[config.mk]
export PLATFORM = sky130hd
export DESIGN_NAME = kp_gaussian_mac
export DESIGN_NICKNAME = d
export VERILOG_FILES = /design/src/rtl/kp_gaussian_mac.sv
export SDC_FILE = /design/constraint.sdc
export NUM_CORES = 1
export LEC_CHECK = 0
export BUFFER_PORTS_ARGS = -buffer_cell sky130_fd_sc_hd__buf_2
export CAP_MARGIN = 20
export CORE_ASPECT_RATIO = 2
export CORE_MARGIN = 2
export CORE_UTILIZATION = 35
export CTS_BUF_LIST = sky130_fd_sc_hd__clkbuf_4 sky130_fd_sc_hd__clkbuf_8
export DETAILED_ROUTE_END_ITERATION = 16
export PLACE_DENSITY = 0.64
export SYNTH_ARGS = -nofsm -noshare
export SYNTH_HDL_FRONTEND = slang
export SYNTH_SLANG_ARGS = --single-unit
export TNS_END_PERCENT = 10
[constraint.sdc]
create_clock -name i_clk -period 4.32 [get_ports i_clk]
set_input_delay 0.432 -clock i_clk [delete_from_list [all_inputs] [get_ports i_clk]]
set_output_delay 0.432 -clock i_clk [all_outputs]
set_load 0.1 [all_outputs]
[src/rtl/kp_gaussian_mac.sv]
// 3x3 Gaussian blur ([1 2 1; 2 4 2; 1 2 1]/16, round-half-up) as a 3-stage pipeline
// that tags each output pixel with end-of-line / end-of-frame markers.
module kp_gaussian_mac #(
  parameter int unsigned LINE_LENGTH = 640,
  parameter int unsigned LINE_COUNT  = 480,
  parameter int unsigned DATA_WIDTH  = 8
) (
  input  logic                      i_clk,
  input  logic                      i_rstn,
  input  logic [3*DATA_WIDTH-1:0]   i_r0_data,
  input  logic [3*DATA_WIDTH-1:0]   i_r1_data,
  input  logic [3*DATA_WIDTH-1:0]   i_r2_data,
  input  logic                      i_valid,
  output logic [DATA_WIDTH-1:0]     o_data,
  output logic                      o_valid,
  output logic                      o_eol,
  output logic                      o_eof
);

  localparam int unsigned DW   = DATA_WIDTH;
  localparam int unsigned SW   = DW + 2;
  localparam int unsigned TW   = DW + 4;
  localparam int unsigned ColW = (LINE_LENGTH > 1) ? $clog2(LINE_LENGTH) : 1;
  localparam int unsigned RowW = (LINE_COUNT > 1) ? $clog2(LINE_COUNT) : 1;

  function automatic logic [SW-1:0] row_sum(input logic [3*DW-1:0] win);
    logic [SW-1:0] l, c, r;
    l = SW'(win[2*DW+:DW]);
    c = SW'(win[DW+:DW]);
    r = SW'(win[0+:DW]);
    return l + (c << 1) + r;
  endfunction

  // Position counters
  logic [ColW-1:0] col_q, col_d;
  logic [RowW-1:0] row_q, row_d;
  logic            eol_in, eof_in;

  always_comb begin
    col_d  = col_q;
    row_d  = row_q;
    eol_in = (col_q == ColW'(LINE_LENGTH - 1));
    eof_in = eol_in && (row_q == RowW'(LINE_COUNT - 1));
    if (i_valid) begin
      if (eol_in) begin
        col_d = '0;
        row_d = eof_in ? '0 : row_q + RowW'(1);
      end else begin
        col_d = col_q + ColW'(1);
      end
    end
  end

  always_ff @(posedge i_clk or negedge i_rstn) begin
    if (!i_rstn) begin
      col_q <= '0;
      row_q <= '0;
    end else begin
      col_q <= col_d;
      row_q <= row_d;
    end
  end

  // Stage 1: per-row horizontal sums
  logic [SW-1:0] s0_q, s1_q, s2_q, s0_d, s1_d, s2_d;
  logic          v1_q, eol1_q, eof1_q;

  always_comb begin
    s0_d = s0_q;
    s1_d = s1_q;
    s2_d = s2_q;
    if (i_valid) begin
      s0_d = row_sum(i_r0_data);
      s1_d = row_sum(i_r1_data);
      s2_d = row_sum(i_r2_data);
    end
  end

  always_ff @(posedge i_clk or negedge i_rstn) begin
    if (!i_rstn) begin
      s0_q   <= '0;
      s1_q   <= '0;
      s2_q   <= '0;
      v1_q   <= 1'b0;
      eol1_q <= 1'b0;
      eof1_q <= 1'b0;
    end else begin
      s0_q   <= s0_d;
      s1_q   <= s1_d;
      s2_q   <= s2_d;
      v1_q   <= i_valid;
      eol1_q <= i_valid & eol_in;
      eof1_q <= i_valid & eof_in;
    end
  end

  // Stage 2: vertical weighted sum
  logic [TW-1:0] t_q, t_d;
  logic          v2_q, eol2_q, eof2_q;

  always_comb begin
    t_d = t_q;
    if (v1_q) begin
      t_d = TW'(s0_q) + (TW'(s1_q) << 1) + TW'(s2_q);
    end
  end

  always_ff @(posedge i_clk or negedge i_rstn) begin
    if (!i_rstn) begin
      t_q    <= '0;
      v2_q   <= 1'b0;
      eol2_q <= 1'b0;
      eof2_q <= 1'b0;
    end else begin
      t_q    <= t_d;
      v2_q   <= v1_q;
      eol2_q <= v1_q & eol1_q;
      eof2_q <= v1_q & eof1_q;
    end
  end

  // Stage 3: round-half-up divide by 16; max (16*(2^DW-1)+8) still fits in TW bits
  logic [TW-1:0]   rnd;
  logic [DW-1:0]   data_q, data_d;
  logic            valid_q, eol_q, eof_q;

  always_comb begin
    rnd    = t_q + TW'(8);
    data_d = data_q;
    if (v2_q) begin
      data_d = rnd[TW-1:4];
    end
  end

  always_ff @(posedge i_clk or negedge i_rstn) begin
    if (!i_rstn) begin
      data_q  <= '0;
      valid_q <= 1'b0;
      eol_q   <= 1'b0;
      eof_q   <= 1'b0;
    end else begin
      data_q  <= data_d;
      valid_q <= v2_q;
      eol_q   <= v2_q & eol2_q;
      eof_q   <= v2_q & eof2_q;
    end
  end

  assign o_data  = data_q;
  assign o_valid = valid_q;
  assign o_eol   = eol_q;
  assign o_eof   = eof_q;

endmodule

==> summary.md, run 1 <==
| Metric | Value |
|---|---|
| Yosys warns | 0 |
| Rel. slew slack | between 40% and 50% |
| Final Skew | 0.00764 ns |
| Pwr Density | 634 nW/um^2 |
| Post-DP Area | 5560 sq um |
| Num ports | 86 |
| Worst setup path start | s0_q[2] |
| Fin Setup TNS | 0 ns |
| Die W | 87.9 microns |
| Max stage delay on crit path | 0.50 ns |
| Status | finished, final reports clean |
| Non-Filler Instances | 744 |
| Core box area | 13800 sq um |
| CP max-delay cell | fa_1 |
| Post-CTS resize count | 0 |
| Port Buffers | 85 |
| Depth of the most critical reg-to-reg path | 7 |
| Commonest cells post-synth | dfrtp_1 (75), ha_1 (39), nor2_1 (39) |
| Vias after detailed routing | 3645 |
| Share of layout cells above drive strength 1 | 22.7% |
| GR Util All Layers | 14.4% |
| Met2 Track Usage GR | 26.6% |
| Routed wire length | 9.89 mm |
| Final core occ | 42.1% |
| Post-synth top area share | a little under two fifths |
| M3 GR Usage | 2.30% |
| Leak Pwr | roughly 2.7 nW |
| Top Usage Layer GRT | met2 |
| Setup bufs post-CTS | 0 |
| Clk_lat worst skew | 0.36 ns |
| CP delay by family, top | simple AND/OR/NAND/NOR gates |
| Tmin final | 2.57 ns |
| Final Max Tran Viols | 0 |
| CP Capture Type | flip-flop |
| DP Worst Slack | 1.55 ns |
| Routed Antenna Nets | 0 |
| Initial DRT Pass Iterations | 4 |
| First-pass GRT wire length | 17.1 mm |
| Max-Cap Viols | 0 |
| Syn Nets | between 600 and 700 |
| Netlist cell types | 43 |
| Ys flop type | dfrtp_1 |
| Placed cells | 728 |
| Vias in the first global route | ~3800 |
| Fin crit share | 59.5% |
| Drt wl/cell | 13.3 microns |
| Maximum level of the CTS H-tree | 3 |
| Die area | 15100 sq um |
| Cell taking the most area after synthesis | dfrtp_1 |
| Post-synth EDFFs | 0 |
| Area Growth Syn to Fin | 18.2% |
| Worst path depth | 7 |
| CTS Root Cell | clkbuf_8 |
| Number of remaining DRC errors | 0 |
| Filler instances | between 1000 and 1500 |
| Final hold violations | 0 |
| Hold buffers post-CTS | 0 |
| Largest net degree at the start of global routing | 48 |
| Tot Pwr | 3.69 mW |
| Mapped Avg Cell Area | approximately 11 sq um |
| Via-per-instance ratio | just under 5 |
| R2r setup slk | between 1.5 and 2 ns |
| Worst Path Arrival | 2.84 ns |
| Cells along the critical path | fa_1 > ha_1 > and4b_1 > nor4_1 > nor3_1 > o21a_1 > o31ai_1 |
| # setup viols final | 0 |
| Core Rows | 61 |
| Chip height | about 170 microns |
| GRT Residual Overflow | 0 |
| Met1 GRT Util | 15.6% |
| Placed wire-length estimate | 7.83 mm |
| Synthesized instance count | around 460 |
| Unrepaired setup endpoints after global routing | no |
| Antenna cells | 0 |
| Fin worst setup slack | 1.75 ns |
| Clock sink total | 75 |
| Asr flop ratio synth | 100% |
| Synthesis-stage register bit count | 75 |
| Fin nets | about 700 |
| Final Hold Slack | between 0.15 and 0.2 ns |
| Most frequent cell after synthesis | dfrtp_1 |
| Largest cells by area after synthesis | dfrtp_1 (38%), fa_1 (13%), ha_1 (9.9%) |
| Crit Path Max Fanout | 3 |
| Clock Pin Slew Worst Setup and Hold Paths | 0.08 ns |
| Initial drt markers | 144 |
| Final Instance Area | 5820 sq um |
| Hold Path Class | in -> async |
| Starting Density | 35.6% |
| Initial antenna violation count | 0 |
| CP Data Required Time | 4.59 ns |
| Maximum vdd drop | 0.323 mV |
| FF-to-FF Start | s0_q[2] |
| CTS tree | yes |
| Num CTS Buffers | 9 |
| Fmax | around 400 MHz |
| Worst Max-Slew Pin Slew | roughly 0.8 ns |
| Kind of critical path | reg -> reg |
| Sequential share of the synthesized area | approximately two fifths |
| Worst setup SP type | flip-flop |
| Max Buffers Root-to-Sink | 2 |
| Cell Area, Synth | 4920 sq um |
| Gpl congestion | 0.873 |
| Buf/Inv on CP | 0 |
## layout by cell type, fill, tap and decap left out, drive strengths merged, types with 5 or more instances in the layout
master and n:
dfrtp 75, clkbuf 12, and2 5, o31ai 7, nor2 39, nand2b 6
a21oi 34, xor2 13, a21o 6, inv 24, o211ai 5, nor3 10
nand2 37, nand3 10, a211oi 6, o21ai 19, buf 87, xnor2 21
nand4 9, ha 39, mux2 18, fa 33
## power breakdown
| group | internal (mW) | switching (mW) |
|---|---|---|
| registers | 0.909 | 0.195 |
| clock network | 0.430 | 0.261 |
| logic | 0.777 | 1.12 |
## registers in the layout (all words and copies together), names as in the netlist
register / cells
col_q: 10
s0_q: 10
s1_q: 10
s2_q: 10
row_q: 9
t_q: 9
o_data: 8
eof1_q: 1
eof2_q: 1
eol1_q: 1
eol2_q: 1
o_eof: 1
o_eol: 1
o_valid: 1
v1_q: 1
v2_q: 1
## routing by layer
layer	vias to the layer above	wire length, microns
met5	-	0
met4	0	306
met3	17	309
met2	63	5480
met1	1763	3800
li1	1802	-
## path summary, 6_finish.rpt
path / endpoint
max: t_q[9]
max in group asynchronous: col_q[3]
min in group i_clk: s1_q[0]
min reg2reg: o_eof
max reg2reg: t_q[9]
min: o_data[6]
## final cells by class
class                   instances  area (sq um)  share of cell area (%)
well taps                     189           236                    4.06
clock inverters                 4          95.1                    1.63
inverters                      25          93.8                    1.61
multi-input cells             352          2910                    50.0
repair buffers                 87           440                    7.57
clock buffers                  12           165                    2.84
flip-flops and latches         75          1880                    32.3
## logic make-up (layout without fill, tap and decap cells)
logic type               count (synthesis)  in the layout  synth area share (%)
AO/OA/AOI/OAI                           96             96                  12.6
adder cells (fa/ha/maj)                 72             72                  23.3
XOR/XNOR                                34             34                  6.05
flip-flops                              75             75                  38.1
AND/OR/NAND/NOR                        132            132                  13.0
buffers and inverters                   35            128                  2.77
multiplexers                            18             18                  4.12
Note: power is estimated with default switching activity, not from simulation.
==> inputs of run 2 (changes only) <==
--- a/config.mk
+++ b/config.mk
@@ -12,7 +12,7 @@
 export CORE_UTILIZATION = 35
 export CTS_BUF_LIST = sky130_fd_sc_hd__clkbuf_4 sky130_fd_sc_hd__clkbuf_8
 export DETAILED_ROUTE_END_ITERATION = 16
-export PLACE_DENSITY = 0.64
+export PLACE_DENSITY = 0.66
 export SYNTH_ARGS = -nofsm -noshare
 export SYNTH_HDL_FRONTEND = slang
 export SYNTH_SLANG_ARGS = --single-unit
==> constraint.sdc (replaced) <==
create_clock -name i_clk -period 2.2 [get_ports i_clk]
set_input_delay 0.22 -clock i_clk [delete_from_list [all_inputs] [get_ports i_clk]]
set_output_delay 0.22 -clock i_clk [all_outputs]
set_load 0.1 [all_outputs]
==> run 2 against run 1 <==
Compared with the run above:
- the flow now finishes with violations (negative setup slack)
- global-route usage is 0.46 points higher
- utilization is 2.5 points higher
- critical path depth is 1 higher
- worst hold slack better by 0.061 ns
- first-iteration DRC count is 2.8% lower
- clock-buffer cell count stayed put
- non-clock buffer count is 44 higher
- fmax is 13% higher
- cell count is 5.9% higher
- via count is 5.0% higher
- largest cell class unchanged
==> summary.md, run 2 (synthesis results as in run 1) <==
| Metric | Value |
|---|---|
| Status | complete, but fails checks |
| Failing checks | negative setup slack |
| Fin worst setup slack | -0.0742 ns (-1.82 ns) |
| Num CTS Buffers | 9 (unchanged) |
| Vias after detailed routing | 3826 (+5.0%) |
| M3 GR Usage | 2.78% (+0.48 points) |
| Max-Cap Viols | 0 (unchanged) |
| CTS tree | yes |
| Initial DRT Pass Iterations | 5 (+1) |
| GR Util All Layers | 14.9% (+0.46 points) |
| Clk_lat worst skew | 0.36 ns (about the same) |
| Leak Pwr | 2.87 nW (+7.8%) |
| Clock sink total | 75 (unchanged) |
| Die area | 15100 sq um (unchanged) |
| Gpl congestion | 0.858 (-1.8%) |
| Top Usage Layer GRT | met2 |
| CP Capture Type | flip-flop |
| Hold path depth | 4 |
| Most frequent cells in the layout | buf_2 (85), dfrtp_1 (75), buf_4 (43) |
| Initial drt markers | 140 (-2.8%) |
| Antenna cells | 0 (unchanged) |
| CTS Root Cell | clkbuf_8 |
| Depth of the most critical reg-to-reg path | 8 (+1) |
| Final hold violations | 0 (unchanged) |
| Unrepaired setup endpoints after global routing | yes |
| CP Data Required Time | 2.44 ns (-2.15 ns) |
| Share of layout cells above drive strength 1 | 29.9% (+7.2 points) |
| Worst setup SP type | flip-flop |
| Fmax | 440 MHz (+13%) |
| R2r setup slk | -0.07 ns (-1.82 ns) |
| Placed wire-length estimate | 8.49 mm (+8.4%) |
| Final Hold Slack | 0.216 ns (+0.0613 ns) |
| Fin Setup TNS | -0.305 ns (-0.305 ns) |
| Port Buffers | 85 (unchanged) |
| Worst hold path endpoint | s1_q[0] |
| Via-per-instance ratio | 4.86 (-0.90%) |
| Area Growth Syn to Fin | 25.3% |
| Most common cell after layout, fill and taps aside | buf_2 |
| Largest net degree at the start of global routing | 45 (-6.3%) |
| Starting Density | 35.6% (unchanged) |
| Tmin final | 2.27 ns (-0.297 ns) |
| Min-delay src | i_r1_data[16] |
| Routed wire length | 10.4 mm (+4.9%) |
| Placed cells | 771 (+5.9%) |
| Final Skew | 0.0124 ns (+0.00479 ns) |
| Initial antenna violation count | 0 (unchanged) |
| Met2 Track Usage GR | 27.5% (+0.86 points) |
| Number of remaining DRC errors | 0 (unchanged) |
| Final core occ | 44.7% (+2.5 points) |
| Clock Pin Slew Worst Setup and Hold Paths | 0.07 ns (about the same) |
| Rel. slew slack | 50.7% (+3.9 points) |
| # setup viols final | 6 (+6) |
| Vias in the first global route | 3989 (+5.4%) |
| Kind of critical path | reg -> reg |
| GRT Residual Overflow | 0 (unchanged) |
| Maximum vdd drop | 0.607 mV (+88%) |
| Die W | 87.9 microns (unchanged) |
| Drt wl/cell | 13.2 microns (-0.97%) |
| Routed Antenna Nets | 0 (unchanged) |
| First-pass GRT wire length | 17.6 mm (+2.9%) |
| RR Endpoint | t_q[7] |
| Pwr Density | 1280 nW/um^2 (+100%) |
| Max Buffers Root-to-Sink | 2 (unchanged) |
| Final Max Tran Viols | 0 (unchanged) |
| Core Rows | 61 (unchanged) |
| Hold Path Class | in -> reg |
| Non-Filler Instances | 788 (+5.9%) |
| Core box area | 13800 sq um (unchanged) |
| Fin nets | 741 (+6.3%) |
| Num ports | 86 (unchanged) |
| Crit Path Max Fanout | 3 (unchanged) |
| Fin crit share | 103% (+44 points) |
| Met1 GRT Util | 15.4% (-0.28 points) |
| Chip height | 172 microns (unchanged) |
| FF-to-FF Start | s0_q[2] |
| Filler instances | 1313 (-4.2%) |
| Worst Max-Slew Pin Slew | 0.739 ns (-0.0592 ns) |
| Maximum level of the CTS H-tree | 3 (unchanged) |
| Worst Path Arrival | 2.52 ns (-0.32 ns) |
==> run 2: cell count changes in the layout (fill, tap and decap cells not counted), moves of 2 or more <==
cell and delta:
a21oi_1 -4, bufinv_16 -2, buf_4 +41, a21oi_2 +4
==> run 2: repair_timing <==
action / in CTS / in global routing
resized for setup: 5 / 8
hold endpoints to repair: 31 / 0
setup endpoints to repair: 8 / 11
pin swaps: 2 / 3
setup buffers: 0 / 0
hold buffers: 1 / 0
==> run 2: area by class of cell <==
| cell class | instances | area, sq um | share of cell area [%] |
|---|---|---|---|
| Multi-Input combinational cell | 352 | 2970 | 48.1 |
| Sequential cell | 75 | 1880 | 30.4 |
| Timing Repair Buffer | 131 | 790 | 12.8 |
| Tap cell | 189 | 236 | 3.83 |
| Clock buffer | 12 | 159 | 2.58 |
| Inverter | 25 | 93.8 | 1.52 |
| Clock inverter | 4 | 48.8 | 0.791 |
==> run 2: stage by stage <==
stage / setup slack [ns] / area (sq um) / total power [mW]
2_1_floorplan: -0.0970 / 4930 / 5.10
3_3_place_gp: -0.249 / 5900 / 6.43
3_5_place_dp: -0.325 / 5900 / 6.58
4_1_cts: -0.142 / 6140 / 7.79
5_1_grt: -0.221 / 6170 / 8.55
6_report: -0.0742 / 6170 / 7.91
==> run 2: worst max path at each step <==
stage / start / to / slack [ns] / cells after the start
after CTS: s0_q[2] / t_q[7] / -0.14 / 8
after global routing: s1_q[1] / t_q[9] / -0.22 / 8
final: s0_q[2] / t_q[7] / -0.07 / 8
after global placement: i_r2_data[1] / s2_q[7] / -0.25 / 11
after detailed placement: i_r2_data[1] / s2_q[7] / -0.32 / 11
after floorplan: s0_q[2] / t_q[7] / -0.1 / 7
==> run 2: power by group <==
| group | internal, mW | switching [mW] |
|---|---|---|
| logic | 2.16 | 2.50 |
| clock network | 0.597 | 0.500 |
| registers | 1.79 | 0.366 |
| total | 4.54 | 3.36 |
==> run 2: routing by layer <==
layer	vias to the layer above	share of wire (%)	routed length, microns
met1	1830	37	3810
met2	77	56	5830
met4	0	3.9	401
met5	-	0	0
li1	1896	-	-
met3	23	3.3	341
==> run 2: critical path, cell delays in order (launching register included) <==
cell     delay [ns]
dfrtp_1        0.39
fa_1           0.48
ha_1           0.28
and4b_1        0.22
nor4_2         0.05
buf_4          0.15
o31ai_4        0.24
xor2_1         0.09
mux2_2         0.26
